[src/rtl/mlp_stream_loader_pkg.sv]
// Shared opcodes, FSM states and bank selection for the MLP stream loader.
package mlp_stream_loader_pkg;

  typedef enum logic [7:0] {
    OP_LOAD_IN = 8'h01,
    OP_LOAD_W  = 8'h02,
    OP_LOAD_B  = 8'h03,
    OP_RUN     = 8'h04,
    OP_CFG     = 8'h05
  } opcode_e;

  typedef enum logic [2:0] {
    ST_IDLE,
    ST_HDR,
    ST_DATA,
    ST_CFG,
    ST_KICK,
    ST_RUN
  } state_e;

  typedef enum logic [1:0] {
    BANK_IN,
    BANK_W,
    BANK_B
  } bank_e;

  function automatic logic is_legal_op(input logic [7:0] op);
    return (op >= 8'h01) && (op <= 8'h05);
  endfunction

  function automatic bank_e op_to_bank(input logic [7:0] op);
    case (op)
      OP_LOAD_W: return BANK_W;
      OP_LOAD_B: return BANK_B;
      default:   return BANK_IN;
    endcase
  endfunction

endpackage

[src/rtl/mlp_stream_loader_if.sv]
// Byte stream (valid/ready) from the host into the loader.
interface mlp_stream_loader_if;
  logic [7:0] s_data;
  logic       s_valid;
  logic       s_ready;

  modport master (output s_data, output s_valid, input s_ready);
  modport slave  (input s_data, input s_valid, output s_ready);
endinterface

[src/rtl/mlp_stream_loader.sv]
// Decodes a framed command byte stream into accelerator BRAM writes, config and run control.
//
// state   | meaning
// --------+--------------------------------------------------------
// IDLE    | waiting for an opcode byte
// HDR     | collecting addr_lo/addr_hi/len_lo/len_hi of a LOAD frame
// DATA    | streaming len payload bytes into the selected bank
// CFG     | collecting nin_lo/nin_hi/nout_lo/nout_hi
// KICK    | waiting for the accelerator to go idle, then pulsing start
// RUN     | waiting for done or timeout; stream stalled
module mlp_stream_loader
  import mlp_stream_loader_pkg::*;
#(
  parameter int unsigned ADDR_W      = 16,
  parameter int unsigned RUN_TIMEOUT = 1048576
) (
  input  logic              clk,
  input  logic              rst_n,
  mlp_stream_loader_if.slave s,
  output logic [ADDR_W-1:0] input_addr,
  output logic [7:0]        input_data,
  output logic              input_we,
  output logic [ADDR_W-1:0] weight_addr,
  output logic [7:0]        weight_data,
  output logic              weight_we,
  output logic [ADDR_W-1:0] bias_addr,
  output logic [7:0]        bias_data,
  output logic              bias_we,
  output logic [15:0]       num_inputs,
  output logic [15:0]       num_outputs,
  output logic              start,
  input  logic              mlp_busy,
  input  logic              mlp_done,
  output logic              run_done,
  output logic              loader_busy,
  output logic              err_opcode,
  output logic              err_timeout,
  input  logic              err_clear
);

  state_e            state_q, state_d;
  logic [23:0]       hdr_q;
  logic [1:0]        idx_q;
  bank_e             bank_q;
  logic [ADDR_W-1:0] addr_q;
  logic [ADDR_W-1:0] len_q;
  logic [31:0]       run_cnt_q;
  logic [ADDR_W-1:0] wr_addr_q;
  logic [7:0]        wr_data_q;
  logic              ready;
  logic              accept;
  logic              hdr_last;
  logic              timeout_hit;
  logic [ADDR_W-1:0] hdr_base;
  logic [ADDR_W-1:0] hdr_len;

  // Only three header bytes are stored; the fourth is taken straight off the stream.
  assign accept      = s.s_valid & ready;
  assign hdr_last    = accept && (idx_q == 2'd3);
  assign hdr_base    = ADDR_W'({hdr_q[15:8], hdr_q[7:0]});
  assign hdr_len     = ADDR_W'({s.s_data, hdr_q[23:16]});
  assign timeout_hit = (RUN_TIMEOUT != 0) && (run_cnt_q == 32'd1);

  always_ff @(posedge clk or negedge rst_n) begin
    if (!rst_n) state_q <= ST_IDLE;
    else        state_q <= state_d;
  end

  always_comb begin
    state_d = state_q;
    case (state_q)
      ST_IDLE:
        if (accept) begin
          case (s.s_data)
            OP_LOAD_IN, OP_LOAD_W, OP_LOAD_B: state_d = ST_HDR;
            OP_CFG:                           state_d = ST_CFG;
            OP_RUN:                           state_d = ST_KICK;
            default:                          state_d = ST_IDLE;
          endcase
        end
      ST_HDR:  if (hdr_last) state_d = (hdr_len == '0) ? ST_IDLE : ST_DATA;
      ST_DATA: if (accept && (len_q == ADDR_W'(1))) state_d = ST_IDLE;
      ST_CFG:  if (hdr_last) state_d = ST_IDLE;
      ST_KICK: if (!mlp_busy) state_d = ST_RUN;
      ST_RUN:  if (mlp_done || timeout_hit) state_d = ST_IDLE;
      default: state_d = ST_IDLE;
    endcase
  end

  always_comb begin
    ready       = 1'b0;
    loader_busy = 1'b1;
    case (state_q)
      ST_IDLE:                 begin ready = 1'b1; loader_busy = 1'b0; end
      ST_HDR, ST_DATA, ST_CFG: ready = 1'b1;
      default:                 ready = 1'b0;
    endcase
  end

  assign s.s_ready = ready;

  always_ff @(posedge clk or negedge rst_n) begin
    if (!rst_n) begin
      hdr_q       <= '0;
      idx_q       <= '0;
      bank_q      <= BANK_IN;
      addr_q      <= '0;
      len_q       <= '0;
      run_cnt_q   <= '0;
      wr_addr_q   <= '0;
      wr_data_q   <= '0;
      input_we    <= 1'b0;
      weight_we   <= 1'b0;
      bias_we     <= 1'b0;
      start       <= 1'b0;
      run_done    <= 1'b0;
      num_inputs  <= '0;
      num_outputs <= '0;
    end else begin
      input_we  <= 1'b0;
      weight_we <= 1'b0;
      bias_we   <= 1'b0;
      start     <= 1'b0;
      run_done  <= 1'b0;
      case (state_q)
        ST_IDLE: begin
          idx_q <= '0;
          if (accept) bank_q <= op_to_bank(s.s_data);
        end
        ST_HDR, ST_CFG: begin
          if (accept) begin
            hdr_q <= {s.s_data, hdr_q[23:8]};
            idx_q <= idx_q + 2'd1;
          end
          if (hdr_last && (state_q == ST_HDR)) begin
            addr_q <= hdr_base;
            len_q  <= hdr_len;
          end
          if (hdr_last && (state_q == ST_CFG)) begin
            num_inputs  <= {hdr_q[15:8], hdr_q[7:0]};
            num_outputs <= {s.s_data, hdr_q[23:16]};
          end
        end
        ST_DATA: begin
          if (accept) begin
            wr_addr_q <= addr_q;
            wr_data_q <= s.s_data;
            addr_q    <= addr_q + ADDR_W'(1);
            len_q     <= len_q - ADDR_W'(1);
            case (bank_q)
              BANK_W:  weight_we <= 1'b1;
              BANK_B:  bias_we   <= 1'b1;
              default: input_we  <= 1'b1;
            endcase
          end
        end
        ST_KICK: begin
          if (!mlp_busy) begin
            start     <= 1'b1;
            run_cnt_q <= RUN_TIMEOUT;
          end
        end
        ST_RUN: begin
          if (run_cnt_q != '0) run_cnt_q <= run_cnt_q - 32'd1;
          if (mlp_done || timeout_hit) run_done <= 1'b1;
        end
        default: ;
      endcase
    end
  end

  // Sticky errors: a new error in the same cycle as err_clear wins.
  always_ff @(posedge clk or negedge rst_n) begin
    if (!rst_n) begin
      err_opcode  <= 1'b0;
      err_timeout <= 1'b0;
    end else begin
      if ((state_q == ST_IDLE) && accept && !is_legal_op(s.s_data)) err_opcode <= 1'b1;
      else if (err_clear)                                          err_opcode <= 1'b0;
      if ((state_q == ST_RUN) && !mlp_done && timeout_hit) err_timeout <= 1'b1;
      else if (err_clear)                                  err_timeout <= 1'b0;
    end
  end

  assign input_addr  = wr_addr_q;
  assign input_data  = wr_data_q;
  assign weight_addr = wr_addr_q;
  assign weight_data = wr_data_q;
  assign bias_addr   = wr_addr_q;
  assign bias_data   = wr_data_q;

endmodule

[src/flat_wrapper.sv]
// flat-port wrapper written by rule: the top's interface ports become plain ports
module mlp_stream_loader_flat import mlp_stream_loader_pkg::*;
#(
  parameter int unsigned ADDR_W      = 16,
  parameter int unsigned RUN_TIMEOUT = 1048576
)
  (clk, rst_n, input_addr, input_data, input_we, weight_addr, weight_data, weight_we, bias_addr, bias_data, bias_we, num_inputs, num_outputs, start, mlp_busy, mlp_done, run_done, loader_busy, err_opcode, err_timeout, err_clear, s_s_data, s_s_valid, s_s_ready);
  mlp_stream_loader_if s_i ();
  input  logic clk;
  input  logic rst_n;
  output logic [ADDR_W-1:0] input_addr;
  output logic [7:0] input_data;
  output logic input_we;
  output logic [ADDR_W-1:0] weight_addr;
  output logic [7:0] weight_data;
  output logic weight_we;
  output logic [ADDR_W-1:0] bias_addr;
  output logic [7:0] bias_data;
  output logic bias_we;
  output logic [15:0] num_inputs;
  output logic [15:0] num_outputs;
  output logic start;
  input  logic mlp_busy;
  input  logic mlp_done;
  output logic run_done;
  output logic loader_busy;
  output logic err_opcode;
  output logic err_timeout;
  input  logic err_clear;
  input wire logic [$bits(s_i.s_data)-1:0] s_s_data;
  input wire logic [$bits(s_i.s_valid)-1:0] s_s_valid;
  output wire logic [$bits(s_i.s_ready)-1:0] s_s_ready;
  assign s_i.s_data = s_s_data;
  assign s_i.s_valid = s_s_valid;
  assign s_s_ready = s_i.s_ready;
  mlp_stream_loader #(.ADDR_W(ADDR_W), .RUN_TIMEOUT(RUN_TIMEOUT)) u_core (.clk(clk), .rst_n(rst_n), .s(s_i), .input_addr(input_addr), .input_data(input_data), .input_we(input_we), .weight_addr(weight_addr), .weight_data(weight_data), .weight_we(weight_we), .bias_addr(bias_addr), .bias_data(bias_data), .bias_we(bias_we), .num_inputs(num_inputs), .num_outputs(num_outputs), .start(start), .mlp_busy(mlp_busy), .mlp_done(mlp_done), .run_done(run_done), .loader_busy(loader_busy), .err_opcode(err_opcode), .err_timeout(err_timeout), .err_clear(err_clear));
endmodule
[config.mk]
export PLATFORM = sky130hd
export DESIGN_NAME = mlp_stream_loader_flat
export DESIGN_NICKNAME = d
export VERILOG_FILES = /design/src/rtl/mlp_stream_loader_pkg.sv /design/src/rtl/mlp_stream_loader_if.sv /design/src/rtl/mlp_stream_loader.sv /design/src/flat_wrapper.sv
export SDC_FILE = /design/constraint.sdc
export NUM_CORES = 1
export LEC_CHECK = 0
export BUFFER_PORTS_ARGS = -buffer_cell sky130_fd_sc_hd__buf_2
export CORE_UTILIZATION = 40
export CTS_BUF_LIST = sky130_fd_sc_hd__clkbuf_8
export CTS_CLUSTER_SIZE = 28
export DETAILED_ROUTE_END_ITERATION = 10
export GPL_TIMING_DRIVEN = 0
export PLACE_DENSITY_LB_ADDON = 0.2
export SLEW_MARGIN = 20
export SYNTH_ARGS = -nofsm -noshare
export SYNTH_HDL_FRONTEND = slang
export SYNTH_SLANG_ARGS = --single-unit
[constraint.sdc]
create_clock -name clk -period 4.05 [get_ports clk]
set_input_delay 0.6075 -clock clk [delete_from_list [all_inputs] [get_ports clk]]
set_output_delay 0.6075 -clock clk [all_outputs]
set_load 0.02 [all_outputs]
# [Word-level counts from Yosys, hierarchy flattened]
# Cells that the tools add are included.
[classes] muxes=39 eq_ne=25 magnitude_cmp=2 bitwise=1 add_sub_neg=4 reduce_logical=32
[op_table] operator="16-bit 2-to-1 mux" n=4
[op_table] operator="32-bit 2-to-1 mux" n=2
[op_table] operator="16-bit case mux with 2 select lines" n=2
[op_table] operator="32-bit case mux with 2 select lines" n=1
[op_table] operator="32-bit by 1-bit == test with 1-bit output, second input constant" n=1
[op_table] operator="32-bit nonzero test" n=1
[op_table] operator="32-bit by 1-bit subtractor with 32-bit output, second input constant" n=1
[op_table] operator="1-bit 2-to-1 mux" n=18
[op_table] operator="3-bit 2-to-1 mux" n=6
[op_table] operator="2-bit by 1-bit inequality test with 1-bit output, second input constant" n=9
[op_table] operator="3-bit case mux with 6 select lines" n=1
[op_table] operator="16-bit by 1-bit adder with 16-bit output, second input constant" n=1
[op_table] operator="16-bit by 1-bit == test with 1-bit output, second input constant" n=1
[op_table] operator="8-bit by 2-bit == test with 1-bit output, second input constant" n=2
[op_table] operator="8-bit by 3-bit == test with 1-bit output, second input constant" n=2
[op_table] operator="16-bit zero test" n=1
[op_table] operator="16-bit by 1-bit subtractor with 16-bit output, second input constant" n=1
[op_table] operator="2-bit AND reduction" n=5
[op_table] operator="2-bit nonzero test" n=5
[op_table] operator="1-bit logical AND" n=9
[op_table] operator="3-bit case mux with 3 select lines" n=1
[op_table] operator="8-bit by 1-bit == test with 1-bit output, second input constant" n=1
[op_table] operator="8-bit by 1-bit greater-or-equal comparator with 1-bit output, second input constant" n=1
[op_table] operator="8-bit by 3-bit less-or-equal comparator with 1-bit output, second input constant" n=1
[op_table] operator="18 further kinds" n=26
[word_totals] inputBits=14 output_inout_bits=113 register_bits=158

# [Logic depth before layout (Yosys ltp)]
[logic_depth] word_depth=8 mapped_depth=9

# [Worst setup path after synthesis]
# OpenSTA, ideal clock, no wires.
[synth_path] path_type="register to register" start="register u_core.run_cnt_q[20]" end="register u_core.run_cnt_q[31]" t_arrival_ps=2446 stages_incl_launch_ff=7 setup_slack_ps=1526 path_buffers=1 synth_period_minus_slack_ps=2524 cell_sequence="dfrtp_1 or4_1 or4_4 or3_1 buf_2 or4_1 a21oi_1"
[synth_between] elab_chain_len=3 word_cells_on_any_way=6 classes_between="add/sub (1); eq/ne (1); mux (2); reduce/logical (2)"
[synth_rtl] element="start: declaration" line_no="mlp_stream_loader.sv:47" source="logic [31:0] run_cnt_q;"
[synth_rtl] element="start signal: assignment" line_no="mlp_stream_loader.sv:164" source="if (run_cnt_q != '0) run_cnt_q <= run_cnt_q - 32'd1;"
[synth_rtl] element="32-bit by 1-bit subtractor with 32-bit output / 32-bit nonzero test (equally long branches)" line_no="mlp_stream_loader.sv:164"
[synth_rtl] element="32-bit 2-to-1 mux / 2-bit by 1-bit inequality test with 1-bit output (equally long branches)"
[synth_rtl] element="32-bit case mux with 2 select lines / 3-bit AND reduction (equally long branches)"
# Several ways; a longest one is shown, not always the timed one. The select of a mux whose other input is x is not followed.
# A chain may end at the register's enable or synchronous reset.

# [Worst setup path in the final report]
[layout_path] start="register u_core.state_q[1]" end="register u_core.wr_data_q[1] (netlist: u_core.bias_data[1])"
[layout_between] elab_chain_len=5 word_cells_on_any_way=8 classes_between="eq/ne (3); mux (1); bitwise (1); reduce/logical (3)"
[layout_rtl] element="start: declaration" line_no="mlp_stream_loader.sv:41" source="state_e state_q, state_d;"
[layout_rtl] element="start signal: assignment" line_no="mlp_stream_loader.sv:66" source="else state_q <= state_d;"
[layout_rtl] element="3-bit by 2-bit == test with 1-bit output, or another cell as far along" line_no="mlp_stream_loader.sv:93, mlp_stream_loader.sv:125"
[layout_rtl] element="4-bit OR reduction (no line)"
[layout_rtl] element="1-bit 2-to-1 mux" line_no="mlp_stream_loader.sv:93" source="case (state_q)"
[layout_rtl] element="1-bit AND" line_no="mlp_stream_loader.sv:58" source="assign accept = s.s_valid & ready;"
[layout_rtl] element="2-bit AND reduction (no line) (*)"
[layout_rtl] element="end signal: assignment" line_no="mlp_stream_loader.sv:147" source="wr_data_q <= s.s_data;"
[layout_rtl] element="end: declaration" line_no="mlp_stream_loader.sv:49" source="logic [7:0] wr_data_q;"
# Mark *: on every way between the ends. The rest lies on a longest branch, timed or not.

==> summary.txt <==
Cells and area
  – # nets final: 912
  – Area Growth Syn to Fin: 17.9%
  – Fraction of layout cells with a size suffix above 1: 0.328
  – Final non-filler cell total: 1137
  – # diodes: 0

Setup path
  – CP peak stage delay: 0.64 ns
  – Cell repeated most along the worst path: clkbuf_1
  – Critical path class: reg -> reg
  – CP endpoint kind: flop
  – Buf/Inv on CP: 2
  – Crit path required time: 4.40 ns
  – CP delay by family, top: buffers and inverters
  – Type of origin of the critical path: flop
  – Crit path cell chain: clkbuf_1, nor2b_1, o21ai_1, nor2_1, clkbuf_1, mux2_2
  – Worst EP arrival: 3.39 ns
  – Worst-path fanout max: 10
  – Slowest stage cell on the critical path: clkbuf_1

Floorplan
  – CORE AREA: 18800 sq um
  – Site row count: 50
  – Die H: 141 um
  – Chip width: 141 um
  – Total Die Area: 19800 sq um
  – # IOs: 127
  – Initial Utilization: 0.411

Clocking
  – Hold buffer count at CTS: 0
  – CTS buffer count: 17
  – Clock transition at path regs: 0.09 ns
  – # clock sinks: 158
  – Worst-Skew Late Latency: 0.46 ns
  – Clock tree root driver cell: clkbuf_8
  – CTS H-tree depth: 4
  – Setup bufs post-CTS: 0
  – Max Root-Sink Buffers: 2
  – CTS tree: done
  – Cts repair resizes: 0

Logic synthesis
  – Post-synth EDFFs: 0
  – Largest area contributor in the netlist: dfrtp_1
  – Syn Nets: 767
  – Share of the synthesized area in the top cell type: 0.513
  – Synth Instances: 745
  – Flops & latches, synth: 158
  – Sequential share of the synthesized area: 0.513
  – Count of cell types in the netlist: 49
  – Async SR Flop Fraction: 1.00
  – Top-count cell post-synth: dfrtp_1
  – Yosys warnings: 0
  – Top cells by count, synth: dfrtp_1 (158), mux2_2 (81), nor2_1 (61)
  – Post-synth top flop: dfrtp_1
  – Ranking of synthesized cells by area: dfrtp_1 (51%), mux2_2 (12%), buf_4 (4.8%), a21oi_1 (3.1%), nor2_1 (3.0%)
  – Mean Syn Cell Area: 10.3 sq um
  – Synthesized area: 7710 sq um

Placed design
  – Final Wtd Congestion: 0.839
  – I/O Buffers: 125
  – Placed wire-length estimate: 13300 um
  – Placed cell count: 1105

Run status
  – Status: finished clean

Detailed routing
  – Initial drt markers: 408
  – Routed wire per std cell: 16.5 um
  – Detail Route Antenna Nets: 0
  – 1st-pass router iterations: 5
  – Via density: 5.31
  – Total number of vias: 6038
  – Residual DRC count: 0
  – Post-Route WL: 18800 um

Timing
  – Fin. max-slew vios: 0
  – Setup Skew: 0.0182 ns
  – Worst relative slew slack: 0.474
  – Final Hold Viols: 0
  – Minimum clock period: 3.04 ns
  – RSZ-0062 raised after global routing: no
  – Worst-Margin Slew: 0.784 ns
  – Fmax: 329 MHz
  – Final period util: 0.751
  – Setup violators final: 0
  – Setup TNS: 0 ns

Run
  – Maxcap violations: 0

Global route
  – Largest net degree at the start of global routing: 91
  – M1 GR Usage: 0.277
  – Met3 GRT Util: 0.0336
  – Global route hottest layer: met2
  – Total track usage: 0.198
  – Vias in the first global route: 5716
  – Grt ovf: 0
  – Met2 Usage GRT: 0.307
  – First-pass GRT wire length: 30400 um
  – Initial antenna violation count: 0

Worst hold path
  – Hold Crit Class: in -> async

Power and ir drop
  – Lkg Pwr: 4.57 nW
  – Max IR drop VDD: 0.315 mV
  – PD cells: 615 nW/um^2
==> routing by layer <==
layer  vias up  share of wire
li1       2902              -
met3        28          0.048
met4         0          0.021
met2       196           0.46
met5         -              0
met1      2912           0.48
==> final timing paths <==
check	from	end	slack (ns)	cells after the start
max in group asynchronous	rst_n	u_core.hdr_q[6]	3.16	2
worst min register to register	u_core.num_outputs[9]	u_core.num_outputs[9]	0.51	1
worst min-delay path	rst_n	u_core.run_cnt_q[19]	0.07	1
min in group clk	err_clear	u_core.err_opcode	0.35	2
worst max-delay path	u_core.state_q[1]	u_core.bias_data[1]	1.01	6
worst max register to register	u_core.state_q[1]	u_core.bias_data[1]	1.01	6
==> final cells by class <==
type / instances / area [sq um]
inverter: 19 / 71.3
fill: 1797 / 9680
clock buffer: 17 / 234
timing repair buffer: 126 / 663
tap: 234 / 293
sequential: 158 / 3950
clock inverter: 15 / 188
multi-input combinational: 482 / 3170
buffer: 86 / 509
==> cell usage in the layout (no fill, tap or decap), drive strengths merged, types with 10 or more instances in the layout <==
cell and instances:
xnor2 18, dfrtp 158, nor4 17, inv 27
nor3 30, or4 10, a21oi 48, nor2 61
clkbuf 51, nand3 21, mux2 81, or3 14
buf 178, o21ai 46, nand2 50
==> logic make-up (layout without fill, tap and decap cells) <==
kind of cell | Yosys count | after routing | share of synthesized area
simple gates | 238 | 238 | 0.155
flops | 158 | 158 | 0.513
compound gates | 131 | 131 | 0.0982
buf+inv | 105 | 263 | 0.0753
mux | 81 | 81 | 0.118
xor+xnor | 24 | 24 | 0.0273
fa+ha+maj | 8 | 8 | 0.0130
==> sequential cells by signal (all words and copies together) (netlist names) <==
register / cells
u_core.bias_addr: 16
u_core.err_timeout: 1
u_core.err_opcode: 1
u_core.idx_q: 2
u_core.num_outputs: 16
u_core.len_q: 16
u_core.start: 1
u_core.weight_we: 1
u_core.addr_q: 16
u_core.input_we: 1
u_core.hdr_q: 24
u_core.num_inputs: 16
u_core.bias_we: 1
u_core.bias_data: 8
u_core.run_cnt_q: 32
u_core.state_q: 3
u_core.run_done: 1
u_core.bank_q: 2
==> metrics by stage <==
stage	setup slack, ns	area (sq um)	power (mW)	hold WS (ns)	util
global route	0.814	9080	5.96	0.108	0.484
CTS	1.01	9080	5.61	0.0888	0.484
floorplan	1.53	7710	3.73	0.312	-
global placement	-0.117	8620	4.35	0.486	0.460
finish	1.01	9080	5.58	0.0739	0.484
detailed placement	0.820	8660	4.38	0.490	0.462
==> report_power, final <==
part | switching, mW | internal, mW | total [mW]
logic | 1.14 | 0.790 | 1.93
registers | 0.459 | 1.97 | 2.43
clock network | 0.692 | 0.529 | 1.22
total | 2.29 | 3.29 | 5.58
Power figures use the tool's default switching activity.
